**src/rtl/game_ctrl_pkg.sv**
```systemverilog
// ---------------------------------------------------------------------------
// game_ctrl_pkg
// Shared definitions for the cellular-game controller: the state encoding
// (also used by the debug/LED decoder) and the default parameter values.
// ---------------------------------------------------------------------------
package game_ctrl_pkg;

  typedef enum logic [2:0] {
    ST_IDLE     = 3'b000,
    ST_LOSE     = 3'b001,
    ST_LOAD     = 3'b010,
    ST_READ     = 3'b011,
    ST_WRITEOUT = 3'b100,
    ST_PAUSE    = 3'b101,
    ST_WIN      = 3'b110,
    ST_RESTART  = 3'b111
  } state_t;

  localparam int DEF_CNT_W       = 9;
  localparam int DEF_LOAD_CYCLES = 15;
  localparam int DEF_READ_CYCLES = 256;
  localparam int DEF_GEN_W       = 15;
  localparam int DEF_WIN_GENS    = 26111;

endpackage

```
**src/rtl/sat_counter.sv**
```systemverilog
// ---------------------------------------------------------------------------
// sat_counter
// Up-counter with synchronous reset, synchronous clear and increment enable.
// With SATURATE set the counter holds at all-ones instead of wrapping.
// Ports:
//   clk   - rising-edge clock
//   rst   - synchronous active-high reset (value -> 0)
//   clr   - synchronous clear, wins over inc
//   inc   - increment enable
//   value - current count
// ---------------------------------------------------------------------------
module sat_counter #(
  parameter int WIDTH    = 8,
  parameter bit SATURATE = 1'b0
) (
  input  logic             clk,
  input  logic             rst,
  input  logic             clr,
  input  logic             inc,
  output logic [WIDTH-1:0] value
);

  logic [WIDTH-1:0] value_q;
  logic [WIDTH-1:0] value_d;

  // Next count: clear first, then increment unless pinned at all-ones
  // in saturating mode.
  always_comb begin
    value_d = value_q;
    if (clr) begin
      value_d = '0;
    end else if (inc) begin
      if (!(SATURATE && (&value_q))) begin
        value_d = value_q + WIDTH'(1);
      end
    end
  end

  // Count register.
  always_ff @(posedge clk) begin
    if (rst) begin
      value_q <= '0;
    end else begin
      value_q <= value_d;
    end
  end

  assign value = value_q;

endmodule

```
**src/rtl/game_ctrl_fsm.sv**
```systemverilog
// ---------------------------------------------------------------------------
// game_ctrl_fsm
// Sequencer for the cellular-game datapath: board load, timed read/compute
// iterations, one-cycle write-back, pause, single-step and win/lose ends.
// Ports:
//   clk, rst            - clock and synchronous active-high reset
//   inp                 - new-game request (level)
//   run                 - free-run enable
//   wai                 - pause request
//   step                - single-iteration request (1-cycle pulse)
//   lose_sig            - loss event from the datapath
//   load_data, read_data, writeout, restart, win, lose
//                       - Moore decodes of the current state
//   state               - raw state encoding
//   count               - phase counter (non-zero only in LOAD/READ)
//   gen_count           - completed generations, saturating
// ---------------------------------------------------------------------------
module game_ctrl_fsm #(
  parameter int CNT_W       = game_ctrl_pkg::DEF_CNT_W,
  parameter int LOAD_CYCLES = game_ctrl_pkg::DEF_LOAD_CYCLES,
  parameter int READ_CYCLES = game_ctrl_pkg::DEF_READ_CYCLES,
  parameter int GEN_W       = game_ctrl_pkg::DEF_GEN_W,
  parameter int WIN_GENS    = game_ctrl_pkg::DEF_WIN_GENS
) (
  input  logic             clk,
  input  logic             rst,
  input  logic             inp,
  input  logic             run,
  input  logic             wai,
  input  logic             step,
  input  logic             lose_sig,
  output logic             load_data,
  output logic             read_data,
  output logic             writeout,
  output logic             restart,
  output logic             win,
  output logic             lose,
  output logic [2:0]       state,
  output logic [CNT_W-1:0] count,
  output logic [GEN_W-1:0] gen_count
);

  import game_ctrl_pkg::*;

  localparam logic [CNT_W-1:0] LOAD_LAST = CNT_W'(LOAD_CYCLES - 1);
  localparam logic [CNT_W-1:0] READ_LAST = CNT_W'(READ_CYCLES - 1);
  localparam logic [GEN_W-1:0] WIN_VAL   = GEN_W'(WIN_GENS);

  state_t           state_q;
  state_t           state_d;
  logic             loseFlag_q;
  logic             loseFlag_d;
  logic             cntClr;
  logic             cntInc;
  logic             genClr;
  logic             genInc;
  logic [CNT_W-1:0] cntVal;
  logic [GEN_W-1:0] genVal;

  // State and pending-loss registers.
  always_ff @(posedge clk) begin
    if (rst) begin
      state_q    <= ST_IDLE;
      loseFlag_q <= 1'b0;
    end else begin
      state_q    <= state_d;
      loseFlag_q <= loseFlag_d;
    end
  end

  // Next-state logic. A new-game request overrides every state, including
  // the terminal ones. IDLE is the only decision point for run/step/wai, so
  // requests seen elsewhere are either dropped (step) or deferred (wai).
  always_comb begin
    state_d = state_q;
    if (inp) begin
      state_d = ST_RESTART;
    end else begin
      case (state_q)
        ST_IDLE: begin
          if (loseFlag_q || lose_sig) begin
            state_d = ST_LOSE;
          end else if (genVal == WIN_VAL) begin
            state_d = ST_WIN;
          end else if (wai) begin
            state_d = ST_PAUSE;
          end else if (run || step) begin
            state_d = ST_READ;
          end
        end
        ST_LOAD: begin
          if (cntVal == LOAD_LAST) begin
            state_d = ST_IDLE;
          end
        end
        ST_READ: begin
          if (cntVal == READ_LAST) begin
            state_d = ST_WRITEOUT;
          end
        end
        ST_WRITEOUT: state_d = ST_IDLE;
        ST_PAUSE: begin
          if (loseFlag_q || lose_sig) begin
            state_d = ST_LOSE;
          end else if (!wai) begin
            state_d = ST_IDLE;
          end
        end
        ST_RESTART: state_d = ST_LOAD;
        default:    state_d = state_q;
      endcase
    end
  end

  // Counter controls and the pending-loss flag. Any state change clears the
  // phase counter, so every LOAD/READ phase starts from zero and the counter
  // stays zero elsewhere. Clearing on entry to RESTART makes the cleared
  // generation count and loss flag visible already in the RESTART cycle.
  always_comb begin
    loseFlag_d = loseFlag_q;
    if (state_d == ST_RESTART) begin
      loseFlag_d = 1'b0;
    end else if (lose_sig && (state_q inside {ST_LOAD, ST_READ, ST_WRITEOUT})) begin
      loseFlag_d = 1'b1;
    end
    cntClr = (state_d != state_q);
    cntInc = (state_q inside {ST_LOAD, ST_READ});
    genClr = (state_d == ST_RESTART);
    genInc = (state_q == ST_WRITEOUT);
  end

  sat_counter #(
    .WIDTH    (CNT_W),
    .SATURATE (1'b0)
  ) u_phaseCnt (
    .clk   (clk),
    .rst   (rst),
    .clr   (cntClr),
    .inc   (cntInc),
    .value (cntVal)
  );

  sat_counter #(
    .WIDTH    (GEN_W),
    .SATURATE (1'b1)
  ) u_genCnt (
    .clk   (clk),
    .rst   (rst),
    .clr   (genClr),
    .inc   (genInc),
    .value (genVal)
  );

  assign load_data = (state_q == ST_LOAD);
  assign read_data = (state_q == ST_READ);
  assign writeout  = (state_q == ST_WRITEOUT);
  assign restart   = (state_q == ST_RESTART);
  assign win       = (state_q == ST_WIN);
  assign lose      = (state_q == ST_LOSE);
  assign state     = state_q;
  assign count     = cntVal;
  assign gen_count = genVal;

endmodule

```
**config.mk**
```make
export PLATFORM = sky130hd
export DESIGN_NAME = game_ctrl_fsm
export DESIGN_NICKNAME = d
export VERILOG_FILES = /design/src/rtl/game_ctrl_pkg.sv /design/src/rtl/sat_counter.sv /design/src/rtl/game_ctrl_fsm.sv
export SDC_FILE = /design/constraint.sdc
export NUM_CORES = 1
export LEC_CHECK = 0
export CAP_MARGIN = 20
export CORE_MARGIN = 2
export CORE_UTILIZATION = 40
export DETAILED_ROUTE_END_ITERATION = 8
export PLACE_DENSITY = 0.66
export SYNTH_ARGS = -nofsm -noshare
export SYNTH_HDL_FRONTEND = slang
export SYNTH_SLANG_ARGS = --single-unit
```
**constraint.sdc**
```tcl
create_clock -name clk -period 2.6 [get_ports clk]
set_input_delay 0.52 -clock clk [delete_from_list [all_inputs] [get_ports clk]]
set_output_delay 0.52 -clock clk [all_outputs]
set_load 0.05 [all_outputs]
```
# == Word-level counts from Yosys, hierarchy flattened ==
# Cells that the tools add are included.
# classes
add_sub_neg,2
n_eq_ne,12
muxes,10
bitwise,1
reduce_logical,10
# ops
operator,count
two-way mux 3 bit,9
case mux 3 bit (6 select lines),1
adder 15 x 1 -> 15 bit (second input constant),1
== test 15 bit (second input constant),1
== test 3 bit (second input constant),5
AND reduction 15 bit,1
adder 9 x 1 -> 9 bit (second input constant),1
== test 9 x 4 -> 1 bit (second input constant),1
== test 9 x 8 -> 1 bit (second input constant),1
== test 3 x 2 -> 1 bit (second input constant),2
OR reduction 2 bit,2
== test 3 x 1 -> 1 bit (second input constant),1
logical NOT 3 bit,1
!= test 3 bit,1
nonzero test 3 bit,1
logical OR 1 bit,2
AND reduction 2 bit,1
nonzero test 2 bit,1
logical AND 1 bit,1
NOT 1 bit,1
# word_totals
regBits,28
input_bits,7
output_inout_bits,33
elab_cells,39

# == Depth between registers and ports, before layout ==
# Gate-level depths: netlist (run 1).
# logic_depth
word_depth,9
mapped_depth,9
depth_no_buf,8

# == Modules after synthesis ==
# A second synthesis (run 1) with hierarchy kept.
# hier_totals
cells_unflattened,196
area_unflattened_um2,1649.1
# modules_own_cells
module,n_inst,cells_each,area_per_inst_um2,seq_area_each_um2
sat_counter (u_genCnt),1,87,768.2,300.3
game_ctrl_fsm,1,66,486.7,80.1
sat_counter (u_phaseCnt),1,43,394.1,180.2

# == Least setup slack after synthesis (run 1) ==
# OpenSTA, ideal clock, no wires.
# synth_path
path_kind,flip-flop to output port
from,register state_q[0] (netlist: state[0])
to,output port lose
t_arrival_ns,2.032
required_ns,2.080
setup_slack_ns,0.048
stages_incl_launch_ff,4
path_buffers,1
cell_sequence,dfxtp_1 -> buf_4 -> inv_2 -> nor3_1
# synth_via
elab_chain_len,1
# synth_rtl
item,line_no,source
"start, declared",game_ctrl_fsm.sv:49,state_t state_q;
"start signal, assigned",game_ctrl_fsm.sv:66,state_q <= state_d;
== test 3 x 1 -> 1 bit,game_ctrl_fsm.sv:159,assign lose = (state_q == ST_LOSE);
"end, declared",game_ctrl_fsm.sv:37,"output logic lose,"
# Every way passes these cells.

# == Worst setup path after layout (run 1) ==
# layout_path
from,register state_q[2] (netlist: state[2])
to,output port win
# layout_via
elab_chain_len,1
# layout_rtl
item,line_no,source
== test 3 bit,game_ctrl_fsm.sv:158,assign win = (state_q == ST_WIN);
"end, declared",game_ctrl_fsm.sv:36,"output logic win,"
# Every way passes these cells.

==> results of run 1 <==
-- worst paths after layout --
kind	slack, ps	depth (start not counted)	end
max	190	2	win
min	500	2	u_genCnt.value[6]
max reg2reg	290	8	u_phaseCnt.value[5]
min reg2reg	500	2	u_genCnt.value[6]
-- timing repair --
item                                    4_1_cts  5_1_grt
endpoints found under the setup margin        0        1
resized for setup                             0        1
buffers inserted                              0        0
-- state kept, by name, summed over array words and instances, names as in the netlist --
signal	flops
loseFlag_q	1
state	3
u_genCnt.value	15
u_phaseCnt.value	9
-- routing by layer --
metal	GRT usage [%]	vias up	wire, um
li1	-	795	-
met4	3.205	0	26
met1	24.62	750	2075
met3	2.907	2	180
met5	0	-	0
met2	24.76	34	1747
-- cell families (layout without fill, tap and decap cells) --
kind of cell	Yosys count	in the layout	synth area share, %
xor+xnor	18	18	9.091
compound gates	33	33	13.56
flops	28	28	32.32
fa+ha+maj	4	4	2.886
mux	1	1	0.5772
buf+inv	16	57	4.617
simple gates	90	90	36.94
-- synthesized netlist by cell type, drive strengths merged, types with 3 or more instances --
cell type,count
ha,4
buf,4
or2,3
nand3,9
a21oi,6
inv,8
and3,4
clkbuf,4
dfxtp,28
nor4,15
and4,6
nor3,4
o21ai,8
xor2,11
nand2,11
nor2,20
nand4,4
xnor2,7
-- power groups by stage --
stage	clock network (mW)	logic, mW	registers (mW)
floorplan	0	0.121	0.474
global placement	0	0.195	0.461
detailed placement	0	0.194	0.461
CTS	0.237	0.196	0.451
global route	0.256	0.211	0.454
finish	0.228	0.196	0.452
-- final cells by class --
type / count / area (um^2)
fill: 380 / 1849
sequential: 28 / 561.8
tap: 50 / 62.56
timing repair buffer: 46 / 447.9
multi-input combinational: 146 / 1094
clock buffer: 3 / 41.29
inverter: 8 / 30.03
-- critical path, stage by stage (launching register included) --
cell	delay, ps
dfxtp_1	560
and3b_1	260
clkdlybuf4s50_1	810
==> results.sh, run 1 <==
export IMPL_outcome="finished, final reports clean"
export IMPL_hpwl_um=2933
export IMPL_rsz0062_at_grt="false"
export IMPL_crit_required_ps=2080
export IMPL_final_cells=281
export IMPL_p_sw_mw=0.2638
export IMPL_netlist_instances=190
export IMPL_drive_above_1_share_pct=16.88
export IMPL_clock_power_share_pct=26.1
export IMPL_final_cell_area_um2=2237
export IMPL_die_x_um=69.85
export IMPL_crit_path_start="state[2]"
export IMPL_clk_latency_ps=260
export IMPL_avgViaCountPerCell=5.626
export IMPL_syn_nets=201
export IMPL_fin_tns_setup_ps=0
export IMPL_grt_ovfl_total=0
export IMPL_io_buffers=39
export IMPL_power_density_nw_per_um2=391.4
export IMPL_p_total_mw=0.8757
export IMPL_clk_pin_slew_ps=90
export IMPL_setup_viol_count_final=0
export IMPL_fmax_ghz=0.4148
export IMPL_syn_avg_cell_area_um2=9.127
export IMPL_clock_skew_ps=3.691
export IMPL_cts_tree="built"
export IMPL_grt_pass1_wl_um=6844
export IMPL_drtAntennaViolNets=0
export IMPL_fin_crit_ps=2411
export IMPL_hp_start="u_genCnt.value[6]"
export IMPL_grt_usage_pct=16.49
export IMPL_cp_end_kind="output port"
export IMPL_layout_commonest_cell="clkdlybuf4s50_1"
export IMPL_dpl_cell_count=278
export IMPL_yosys_warnings=0
export IMPL_io_pins=40
export IMPL_place_area_um2=2195
export IMPL_layout_common_cells="clkdlybuf4s50_1 (36), dfxtp_1 (27), nor2_1 (20), nor4_2 (12), xor2_1 (11)"
export IMPL_ys_seq_area_share_pct=32.32
export IMPL_grt_start_max_net_pins=17
export IMPL_dieArea_um2=4878
export IMPL_synth_top_cell_area_share_pct=32.32
export IMPL_startpoint_type="flip-flop"
export IMPL_reg2reg_from="u_phaseCnt.value[0]"
export IMPL_cp_arrival_ps=1890
export IMPL_synth_cell_type_count=54
export IMPL_pwr_share_comb_pct=22.4
export IMPL_via_count=1581
export IMPL_antenna_found_initial=0
export IMPL_ir_drop_mv=0.3285
export IMPL_power_internal_mw=0.6119
export IMPL_fin_nets=244
export IMPL_num_antenna_cells=0
export IMPL_seqPwrFrac_pct=51.6
export IMPL_fin_crit_sh_pct=92.72
export IMPL_cts_buffers=3
export IMPL_first_iter_violations=89
export IMPL_clockBufferDepth=2
export IMPL_htreeDepth=1
export IMPL_firstDrtPassIters=4
export IMPL_crit_fanout=13
export IMPL_holdWs_ps=498.4
export IMPL_hp_class="flip-flop to flip-flop"
export IMPL_cts_root_buf="clkbuf_8"
export IMPL_fin_util_pct=54.75
export IMPL_initial_core_util_pct=42.44
export IMPL_synth_edf_count=0
export IMPL_synthArstFlopShare_pct=0
export IMPL_syn_to_final_growth_pct=29.00
export IMPL_tightest_slew_ps=503.0
export IMPL_core_rowCount=23
export IMPL_die_h_um=69.85
export IMPL_ys_flop_type="dfxtp_1"
export IMPL_slew_viol_final=0
export IMPL_leakage_nw=0.7207
export IMPL_drt_total_wl_um=4029
export IMPL_slew_headroom_pct=66.36
export IMPL_synth_seq_cells=28
export IMPL_cts_sinks=28
export IMPL_synth_top_area_cell="dfxtp_1"
export IMPL_core_area_um2=4086
export IMPL_hold_buffers=0
export IMPL_first_global_vias=1457
export IMPL_critPathKind="flip-flop to output port"
export IMPL_pre_cts_ws_ps=243.7
export IMPL_drcViolationCount=0
export IMPL_cap_violations=0
export IMPL_netlist_area_um2=1734
export IMPL_routabilityCongestion=0.7574
export IMPL_fin_ws_ps=189.3
export IMPL_detail_route_wl_per_cell_um=14.34
export IMPL_hold_viol=0
export IMPL_synth_area_leaders="dfxtp_1 (32%), nor4_2 (8.7%), xor2_1 (5.6%)"
export IMPL_switching_share_pct=30.12
Note: power is estimated with default switching activity, not from simulation.
==> run 2: changes to the inputs <==
- CORE_ASPECT_RATIO: not set -> 0.75
- CTS_BUF_LIST: not set -> sky130_fd_sc_hd__clkbuf_8
==> run 2 against run 1 <==
  * Non-clock buffer count rose by 1
  * Power rose by 1.4%
  * Sequential share of layout area fell by 0.17 points
  * Worst setup slack improved by 83 ps
  * Critical path depth did not move
  * Critical endpoint is now restart
  * Clock-buffer cell count did not move
  * Cell count rose by 2.1%
  * Clock power rose by 4%
  * Global-route usage rose by 1.5 points
  * Combinational power rose by 4%
==> results.sh, run 2 (same netlist as run 1, synthesis figures left out) <==
export IMPL_outcome="finished, final reports clean"
export IMPL_grt_pass1_wl_um=6879
export IMPL_worstPathCellList="and3_1, clkdlybuf4s50_1"
export IMPL_layout_common_cells="clkdlybuf4s50_1 (35), dfxtp_1 (28), nor2_1 (20), nor4_2 (12)"
export IMPL_grt_start_max_net_pins=17
export IMPL_cts_tree="built"
export IMPL_die_h_um=61.02
export IMPL_drtAntennaViolNets=0
export IMPL_core_area_um2=4104
export IMPL_clockBufferDepth=2
export IMPL_die_x_um=80.03
export IMPL_grtUsageMet2_pct=26.67
export IMPL_clk_latency_ps=270
export IMPL_gr_max_usage_layer="met2"
export IMPL_clk_pin_slew_ps=100
export IMPL_largest_reg_flops=15
export IMPL_slew_headroom_pct=66.20
export IMPL_grt_use_met3_pct=4.545
export IMPL_via_count=1582
export IMPL_pre_cts_ws_ps=257.4
export IMPL_crit_required_ps=2080
export IMPL_tightest_slew_ps=505.4
export IMPL_drt_total_wl_um=4145
export IMPL_ir_drop_mv=0.3429
export IMPL_setup_viol_count_final=0
export IMPL_fin_crit_ps=2328
export IMPL_critPathKind="flip-flop to output port"
export IMPL_final_cell_area_um2=2247
export IMPL_crit_fanout=9
export IMPL_leakage_nw=0.7274
export IMPL_max_stage_delay_ps=790
export IMPL_initial_core_util_pct=42.26
export IMPL_io_pins=40
export IMPL_power_density_nw_per_um2=395.0
export IMPL_hp_class="flip-flop to flip-flop"
export IMPL_ctsResizeCount=0
export IMPL_first_iter_violations=115
export IMPL_cp_end_kind="output port"
export IMPL_fin_crit_sh_pct=89.53
export IMPL_io_buffers=39
export IMPL_cts_root_buf="clkbuf_8"
export IMPL_grt_usage_pct=18.02
export IMPL_startpoint_type="flip-flop"
export IMPL_hold_buffers=0
export IMPL_cap_violations=0
export IMPL_grt_ovfl_total=0
export IMPL_fmax_ghz=0.4296
export IMPL_routabilityCongestion=0.8256
export IMPL_p_total_mw=0.8877
export IMPL_htreeDepth=1
export IMPL_drive_above_1_share_pct=17.24
export IMPL_hold_viol=0
export IMPL_syn_to_final_growth_pct=29.58
export IMPL_fin_ws_ps=272.2
export IMPL_antenna_found_initial=0
export IMPL_num_antenna_cells=0
export IMPL_holdWs_ps=499.7
export IMPL_slew_viol_final=0
export IMPL_place_area_um2=2206
export IMPL_detail_route_wl_per_cell_um=14.44
export IMPL_firstDrtPassIters=4
export IMPL_cp_arrival_ps=1810
export IMPL_hpwl_um=3073
export IMPL_drcViolationCount=0
export IMPL_cp_slowest_cell="clkdlybuf4s50_1"
export IMPL_fin_nets=245
export IMPL_dieArea_um2=4883
export IMPL_first_global_vias=1415
export IMPL_postCtsSetupRepairBufs=0
export IMPL_core_rowCount=20
export IMPL_grtUsageMet1_pct=26.64
export IMPL_cts_sinks=28
export IMPL_fin_tns_setup_ps=0
export IMPL_cts_buffers=3
export IMPL_rsz0062_at_grt="false"
export IMPL_avgViaCountPerCell=5.512
export IMPL_layout_commonest_cell="clkdlybuf4s50_1"
export IMPL_clock_skew_ps=6.066
[run 2: changes by cell type in the layout (fill, tap and decap cells not counted)]
cell / delta
dfxtp_2: -1
buf_4: +2
dfxtp_1: +1
clkdlybuf4s50_1: -1
[run 2: final timing paths]
path / start / endpoint / depth (start not counted) / slack (ps)
setup / recovery: state[0] / restart / 2 / 270
hold / removal: u_genCnt.value[14] / u_genCnt.value[14] / 2 / 500
setup reg to reg: u_phaseCnt.value[0] / u_phaseCnt.value[1] / 9 / 280
hold reg to reg: u_genCnt.value[14] / u_genCnt.value[14] / 2 / 500
[run 2: power breakdown]
| part | switching [mW] | internal, mW |
|---|---|---|
| clock | 0.133 | 0.104 |
| combinational | 0.129 | 0.0740 |
| sequential | 0.0117 | 0.435 |
[run 2: layer usage]
| metal | share of wire [%] | vias up |
|---|---|---|
| met5 | 0 | - |
| met4 | 0.60 | 0 |
| met3 | 4.5 | 2 |
| met2 | 41 | 38 |
| met1 | 54 | 744 |
| li1 | - | 798 |
[run 2: layout make-up]
| cell class | instances | area (um^2) |
|---|---|---|
| Fill cell | 391 | 1857 |
| Inverter | 8 | 30.03 |
| Tap cell | 55 | 68.82 |
| Timing Repair Buffer | 47 | 452.9 |
| Multi-Input combinational cell | 146 | 1094 |
| Clock buffer | 3 | 41.29 |
| Sequential cell | 28 | 560.5 |
[run 2: per-stage QoR]
stage	cells	utilization [%]
2_1_floorplan	190	-
3_3_place_gp	284	53.75
3_5_place_dp	284	53.75
4_1_cts	287	54.76
5_1_grt	287	54.76
6_report	287	54.76
[run 2: worst max-delay path, delay by kind of cell, from the launching register on]
family | cells | cell delay, ps
and+or+nand+nor | 1 | 210
buffers and inverters | 1 | 790
DFF | 1 | 530
